==> src/rtl/aes_port_pkg.sv <==
// rtl/aes_port_pkg.sv - shared constants and types for the AES port byte link
package aes_port_pkg;

   localparam int   BYTES_PER_WORD = 4;
   localparam logic SH_IDLE        = 1'b1;

   typedef enum logic {RX_IDLE, RX_RECV} aes_rx_state_t;

   typedef logic [31:0] aes_word_t;

endpackage

==> src/rtl/aes_rx_if.sv <==
// rtl/aes_rx_if.sv - link pins, downstream FIFO push and status of the AES port receiver
interface aes_rx_if;
   import aes_port_pkg::*;

   logic [7:0] rx;
   logic       shakehand;
   logic       full;
   logic       ovf_clr;
   logic       wr;
   aes_word_t  data;
   logic       overflow;
   logic       frame_err;

   // Environment side: drives the link pins and the FIFO status
   modport master (
      output rx, shakehand, full, ovf_clr,
      input  wr, data, overflow, frame_err
   );

   // Receiver side
   modport slave (
      input  rx, shakehand, full, ovf_clr,
      output wr, data, overflow, frame_err
   );

endinterface

==> src/rtl/aes_rx_strobe.sv <==
// rtl/aes_rx_strobe.sv - toggle detector turning shakehand transitions into byte strobes
module aes_rx_strobe
   import aes_port_pkg::*;
(
   input  logic clk,
   input  logic rst_n,
   input  logic shakehand,
   output logic byte_vld
);

   logic sh_d;

   // Previous shakehand level; resets to the link idle level so a quiet link carries no byte
   always_ff @(posedge clk or negedge rst_n) begin
      if (!rst_n) sh_d <= SH_IDLE;
      else        sh_d <= shakehand;
   end

   assign byte_vld = shakehand ^ sh_d;

endmodule

==> src/rtl/aes_rx.sv <==
// rtl/aes_rx.sv - AES port byte-to-word deserializer; optional mid-word timeout under AES_RX_TIMEOUT_EN
module aes_rx
   import aes_port_pkg::*;
#(
   parameter int TIMEOUT = 16
)(
   input  logic     clk,
   input  logic     rst_n,
   aes_rx_if.slave  bus
);

   aes_rx_state_t state, state_nxt;
   logic [1:0]    byte_cnt;
   logic [23:0]   shreg;
   logic          byte_vld;
   logic          last_byte;
   logic          word_done;
   logic          push;
   logic          drop;
   logic          timeout_fire;

   if (TIMEOUT < 2 || TIMEOUT > 255) begin : g_bad_timeout
      $error("aes_rx: TIMEOUT must lie in 2..255");
   end

   aes_rx_strobe u_strobe (
      .clk       (clk),
      .rst_n     (rst_n),
      .shakehand (bus.shakehand),
      .byte_vld  (byte_vld)
   );

   assign last_byte = (byte_cnt == 2'(BYTES_PER_WORD - 1));

`ifdef AES_RX_TIMEOUT_EN
   logic [7:0] idle_cnt;

   // Idle cycles since the last byte of a partial word; held at zero outside RECV
   always_ff @(posedge clk or negedge rst_n) begin
      if (!rst_n)                                  idle_cnt <= '0;
      else if (state != RX_RECV || byte_vld)       idle_cnt <= '0;
      else if (timeout_fire)                       idle_cnt <= '0;
      else                                         idle_cnt <= idle_cnt + 8'd1;
   end

   assign timeout_fire = (state == RX_RECV) && !byte_vld && (idle_cnt == 8'(TIMEOUT - 1));
`else
   assign timeout_fire = 1'b0;
`endif

   // State register
   always_ff @(posedge clk or negedge rst_n) begin
      if (!rst_n) state <= RX_IDLE;
      else        state <= state_nxt;
   end

   // Next state: leave IDLE on the first byte, return on the 4th byte or a timeout
   always_comb begin
      state_nxt = state;
      case (state)
         RX_IDLE: if (byte_vld) state_nxt = RX_RECV;
         RX_RECV: begin
            if (byte_vld && last_byte) state_nxt = RX_IDLE;
            else if (timeout_fire)     state_nxt = RX_IDLE;
         end
         default: state_nxt = RX_IDLE;
      endcase
   end

   // Per-cycle actions decoded from state and strobe
   always_comb begin
      word_done = 1'b0;
      if (state == RX_RECV && byte_vld && last_byte) word_done = 1'b1;
      push = word_done && !bus.full;
      drop = word_done &&  bus.full;
   end

   // Bytes collected for the current word; cleared on completion or timeout
   always_ff @(posedge clk or negedge rst_n) begin
      if (!rst_n)                       byte_cnt <= '0;
      else if (word_done || timeout_fire) byte_cnt <= '0;
      else if (byte_vld)                byte_cnt <= byte_cnt + 2'd1;
   end

   // Holds the first three bytes of a word; the 4th is merged straight from rx
   always_ff @(posedge clk or negedge rst_n) begin
      if (!rst_n)        shreg <= '0;
      else if (byte_vld) shreg <= {shreg[15:0], bus.rx};
   end

   // FIFO push strobe and word register; a dropped word leaves data untouched
   always_ff @(posedge clk or negedge rst_n) begin
      if (!rst_n) begin
         bus.wr   <= 1'b0;
         bus.data <= '0;
      end else begin
         bus.wr <= push;
         if (push) bus.data <= {shreg, bus.rx};
      end
   end

   // Sticky overflow, a new drop beats a simultaneous clear; frame error is a single pulse
   always_ff @(posedge clk or negedge rst_n) begin
      if (!rst_n) begin
         bus.overflow  <= 1'b0;
         bus.frame_err <= 1'b0;
      end else begin
         if (drop)             bus.overflow <= 1'b1;
         else if (bus.ovf_clr) bus.overflow <= 1'b0;
         bus.frame_err <= timeout_fire;
      end
   end

endmodule

==> src/flat_wrapper.sv <==
// flat-port wrapper written by rule: the top's interface ports become plain ports
module aes_rx_flat import aes_port_pkg::*;
#(
   parameter int TIMEOUT = 16
)
  (clk, rst_n, bus_rx, bus_shakehand, bus_full, bus_ovf_clr, bus_wr, bus_data, bus_overflow, bus_frame_err);
  aes_rx_if bus_i ();
  input  logic clk;
  input  logic rst_n;
  input wire logic [$bits(bus_i.rx)-1:0] bus_rx;
  input wire logic [$bits(bus_i.shakehand)-1:0] bus_shakehand;
  input wire logic [$bits(bus_i.full)-1:0] bus_full;
  input wire logic [$bits(bus_i.ovf_clr)-1:0] bus_ovf_clr;
  output wire logic [$bits(bus_i.wr)-1:0] bus_wr;
  output wire logic [$bits(bus_i.data)-1:0] bus_data;
  output wire logic [$bits(bus_i.overflow)-1:0] bus_overflow;
  output wire logic [$bits(bus_i.frame_err)-1:0] bus_frame_err;
  assign bus_i.rx = bus_rx;
  assign bus_i.shakehand = bus_shakehand;
  assign bus_i.full = bus_full;
  assign bus_i.ovf_clr = bus_ovf_clr;
  assign bus_wr = bus_i.wr;
  assign bus_data = bus_i.data;
  assign bus_overflow = bus_i.overflow;
  assign bus_frame_err = bus_i.frame_err;
  aes_rx #(.TIMEOUT(TIMEOUT)) u_core (.clk(clk), .rst_n(rst_n), .bus(bus_i));
endmodule
==> config.mk <==
export PLATFORM = sky130hd
export DESIGN_NAME = aes_rx_flat
export DESIGN_NICKNAME = d
export VERILOG_FILES = /design/src/rtl/aes_port_pkg.sv /design/src/rtl/aes_rx_if.sv /design/src/rtl/aes_rx_strobe.sv /design/src/rtl/aes_rx.sv /design/src/flat_wrapper.sv
export SDC_FILE = /design/constraint.sdc
export NUM_CORES = 1
export LEC_CHECK = 0
export BUFFER_PORTS_ARGS = -buffer_cell sky130_fd_sc_hd__buf_2
export CORE_ASPECT_RATIO = 1.4
export CORE_MARGIN = 5
export CORE_UTILIZATION = 40
export CTS_CLUSTER_DIAMETER = 80
export DETAILED_ROUTE_END_ITERATION = 16
export MAX_ROUTING_LAYER = met4
export PLACE_DENSITY = 0.61
export SKIP_LAST_GASP = 1
export SLEW_MARGIN = 25
export SYNTH_ARGS = -nofsm -noshare
export SYNTH_HDL_FRONTEND = slang
export SYNTH_HIERARCHICAL = 1
export SYNTH_SLANG_ARGS = --single-unit
==> constraint.sdc <==
create_clock -name clk -period 3.57 [get_ports clk]
set_input_delay 0 -clock clk [delete_from_list [all_inputs] [get_ports clk]]
set_output_delay 0 -clock clk [all_outputs]
set_load 0.05 [all_outputs]
==> metrics.md <==
| Metric | Value |
|---|---|
| Count of buffers from port buffering | 46 |
| Total GRT Usage | 0.127 |
| # rows | 34 |
| X dimension of the die | 76.4 um |
| Filler cell count | ~550 |
| XOR/XNOR Fraction of Synth Area | 0.00355 |
| Share of power burned in combinational logic | 0.439 |
| Clock root cell | sky130_fd_sc_hd__clkbuf_8 |
| Pin count of the biggest net entering global routing | 34 |
| Kind of capture point of the worst setup path | flop |
| Crit-path leading delay family | simple AND/OR/NAND/NOR gates |
| Slew at the pin with the worst max-slew slack | 837 ps |
| Largest stage delay on the critical path | 670 ps |
| Clock transition at the registers of the reported paths | 60 ps |
| Number of H-tree branching levels | 3 |
| Layout area overhead | 24.8% |
| Peak supply drop | 377 uV |
| DRT iter0 DRCs | 55 |
| Post-route setup TNS | 0 ps |
| Adder-cell area share of the yosys netlist | 0.00507 |
| Area of the multi-input gates | approximately 860 um^2 |
| Fraction of the yosys area taken by sequential cells | 0.629 |
| Simple-Gate Fraction of Synth Area | 0.0193 |
| Combinational family with the most area after synthesis | multiplexers |
| Maximum clock rate | 0.474 GHz |
| Number of iterations in the first detailed-routing pass | 3 |
| Final cycle utilization of the critical path | 0.590 |
| Area enclosed by the die boundary | 7860 um^2 |
| R2R Setup Slk | 1460 ps |
| Sequential fraction of design power | 0.365 |
| Register Area | 1550 um^2 |
| Initial antenna violation count | 0 |
| Number of warnings reported in the yosys synthesis log | 6 |
| Number of placed instances with taps included | 253 |
| # clock sinks | 62 |
| Depth of the critical timing path with buffers and inverters included | 3 |
| Final critical path time including I/O delays and setup | 2110 ps |
| Core Box Area | 6130 um^2 |
| Total power per unit cell area | 1010 nW/um^2 |
| Clock buffer count from CTS | 9 |
| DRC | 0 |
| Number of synthesized register bits | a little over 60 |
| Routability cong. | 0.630 |
| I/O pins | 48 |
| Total standard cell area after synthesis | roughly 2500 um^2 |
| FF-to-FF path depth | 3 |
| CTS tree | yes |
| Starting density of the core | 0.403 |
| Crit path cell chain | xor2_4 -> nand4b_4 -> mux2_4 |
| Run status | completed |
| Number of nets in the layout | 218 |
| Pins over their slew limit | 0 |
| Overall power | a little over 3 mW |
| Internal portion of total power | 1.81 mW |
| Post-synthesis cell count | 140 |
| Post-Syn Nets | 154 |
| Sw Pwr | between 1 and 1.5 mW |
| Wire length of the first global-routing pass | ~7400 um |
| DIE HEIGHT | 103 um |
| Worst Path Arrival | 2320 ps |
| Number of vias per cell | 4.80 |
| Share of power burned in the clock network | 0.197 |
| Largest driver fanout on the critical path | 33 |
| Routed WL | 4410 um |
| Worst-skew pair later-pin latency | 330 ps |
| Post-layout util | 0.503 |
| Hold Violations, Final | 0 |
| Count of vias placed by the detailed router | 1348 |
| Number of standard cells in the final layout excluding fillers | 281 |
| Synth Area per Inst | ~18 um^2 |
| Synthesized-area fraction occupied by ao, oa, aoi and oai cells | 0.00761 |
| Required time of the worst setup path | about 3800 ps |
| Inserted Diodes | 0 |
| Leak | 1.55 nW |
| Max Buffers Root-to-Sink | 2 |
| Routed len/inst | 15.7 um |
| Count of maximum capacitance violations | 0 |
| Endpoints failing setup | 0 |
| Switch share | 0.416 |
| Worst reg2reg path endpoint | u_core/bus.data[5] |
| Number of global-route vias before repair | 1510 |
| Slowest CP cell | sky130_fd_sc_hd__nand4b_4 |
| Kind of path behind the tightest hold check | in2async |
| Distinct cell type count of the synthesized netlist | 18 |
| Max-slew headroom | 0.441 |
| Unrepaired setup endpoints after global routing | no |
| Start of the worst register-to-register path | u_core/u_strobe/sh_d |
| Critical path buffers and inverters | 0 |
| Proportion of layout cells with a drive suffix above 1 | 0.589 |
| HPWL Detailed | 2910 um |
| Remaining antenna violation count after routing | 0 |
| GRT Residual Overflow | 0 |
| Setup skew after layout | 8.75 ps |
| Worst setup path category | reg2reg |
| Portion of netlist area occupied by mux cells | 0.304 |
| Startpoint class of the critical path | flop |
==> logic make-up after synthesis <==
family | count (synthesis)
mux | 57
simple gates | 5
xor+xnor | 1
other cells | 1
buf+inv | 10
compound gates | 3
fa+ha+maj | 1
flops | 62
==> metrics by stage <==
stage	instance area [um^2]	hold slack, ps	setup slack, ps
after floorplan	2470	-296	1950
after global placement	2760	51.4	1520
after detailed placement	2760	78.7	1440
after CTS	3080	259	1430
after global routing	3080	321	1360
final	3080	246	1460
==> cell type report <==
cell class,count,area share
inverters,3,0.00366
clock inverters,4,0.0146
repair buffers,60,0.119
flip-flops and latches,62,0.504
clock buffers,12,0.0504
well taps,72,0.0292
multi-input cells,68,0.279
==> layout by cell type, fill, tap and decap left out <==
master                           n
sky130_fd_sc_hd__dfrtp_1        61
sky130_fd_sc_hd__buf_2          46
sky130_fd_sc_hd__mux2_4         29
sky130_fd_sc_hd__mux2_2         28
sky130_fd_sc_hd__dlygate4sd3_1  12
sky130_fd_sc_hd__clkbuf_8       11
sky130_fd_sc_hd__clkinv_2        3
sky130_fd_sc_hd__inv_1           3
sky130_fd_sc_hd__nand2b_1        2
sky130_fd_sc_hd__buf_4           2
sky130_fd_sc_hd__bufinv_16       1
sky130_fd_sc_hd__clkbuf_1        1
sky130_fd_sc_hd__nand3_1         1
sky130_fd_sc_hd__o21a_1          1
sky130_fd_sc_hd__nand4b_4        1
sky130_fd_sc_hd__and2_1          1
sky130_fd_sc_hd__o21ai_0         1
sky130_fd_sc_hd__o22ai_1         1
sky130_fd_sc_hd__ha_1            1
sky130_fd_sc_hd__conb_1          1
sky130_fd_sc_hd__xor2_4          1
sky130_fd_sc_hd__dfstp_2         1
==> metal layers <==
layer,vias to the layer above,GRT usage,share of wire
li1,611,-,-
met1,700,0.128,0.40
met2,31,0.215,0.53
met3,6,0.0481,0.050
met4,0,0.0646,0.018
met5,-,-,0
==> synthesized netlist by cell type, drive strengths merged <==
master,count,area (um^2)
buf,7,61.3
dfrtp,61,1530
xor2,1,8.76
o21a,1,7.51
nand3,1,5.00
o22ai,1,6.26
dfstp,1,26.3
o21ai,1,5.00
ha,1,12.5
and2,1,6.26
inv,3,11.3
nand4b,1,23.8
nand2b,2,12.5
conb,1,3.75
mux2,57,751
==> timing repair <==
item	CTS	global route
resized for setup	0	0
endpoints found under the hold margin	47	0
setup buffers	0	0
hold buffers	12	0
setup endpoints to repair	0	0
==> worst reg2reg max path: stages, from the launching register on <==
cell and delay (ps):
sky130_fd_sc_hd__dfstp_2 570, sky130_fd_sc_hd__xor2_4 180, sky130_fd_sc_hd__nand4b_4 670, sky130_fd_sc_hd__mux2_4 570
==> registers in the layout (all words and copies together) (netlist names) <==
register and flops:
u_core/bus.data 32, u_core/bus.overflow 1, u_core/bus.wr 1, u_core/byte_cnt 2, u_core/shreg 24, u_core/state 1, u_core/u_strobe/sh_d 1
==> power groups by stage <==
stage	clock, mW	combinational, mW	sequential [mW]
final	0.610	1.36	1.13
after global routing	0.663	1.42	1.17
after CTS	0.628	1.38	1.14
after detailed placement	0	1.36	1.15
after global placement	0	1.33	1.13
after floorplan	0	0.437	1.76
==> how the worst max path moves through the flow <==
stage	end	start
6_report	u_core/bus.data[5]	u_core/u_strobe/sh_d
5_1_grt	u_core/bus.data[15]	u_core/u_strobe/sh_d
4_1_cts	u_core/bus.data[5]	u_core/u_strobe/sh_d
3_5_place_dp	u_core/bus.data[0]	u_core/u_strobe/sh_d
3_3_place_gp	u_core/bus.data[15]	u_core/u_strobe/sh_d
2_1_floorplan	u_core/shreg[15]	u_core/u_strobe/sh_d
Power figures use the tool's default switching activity.
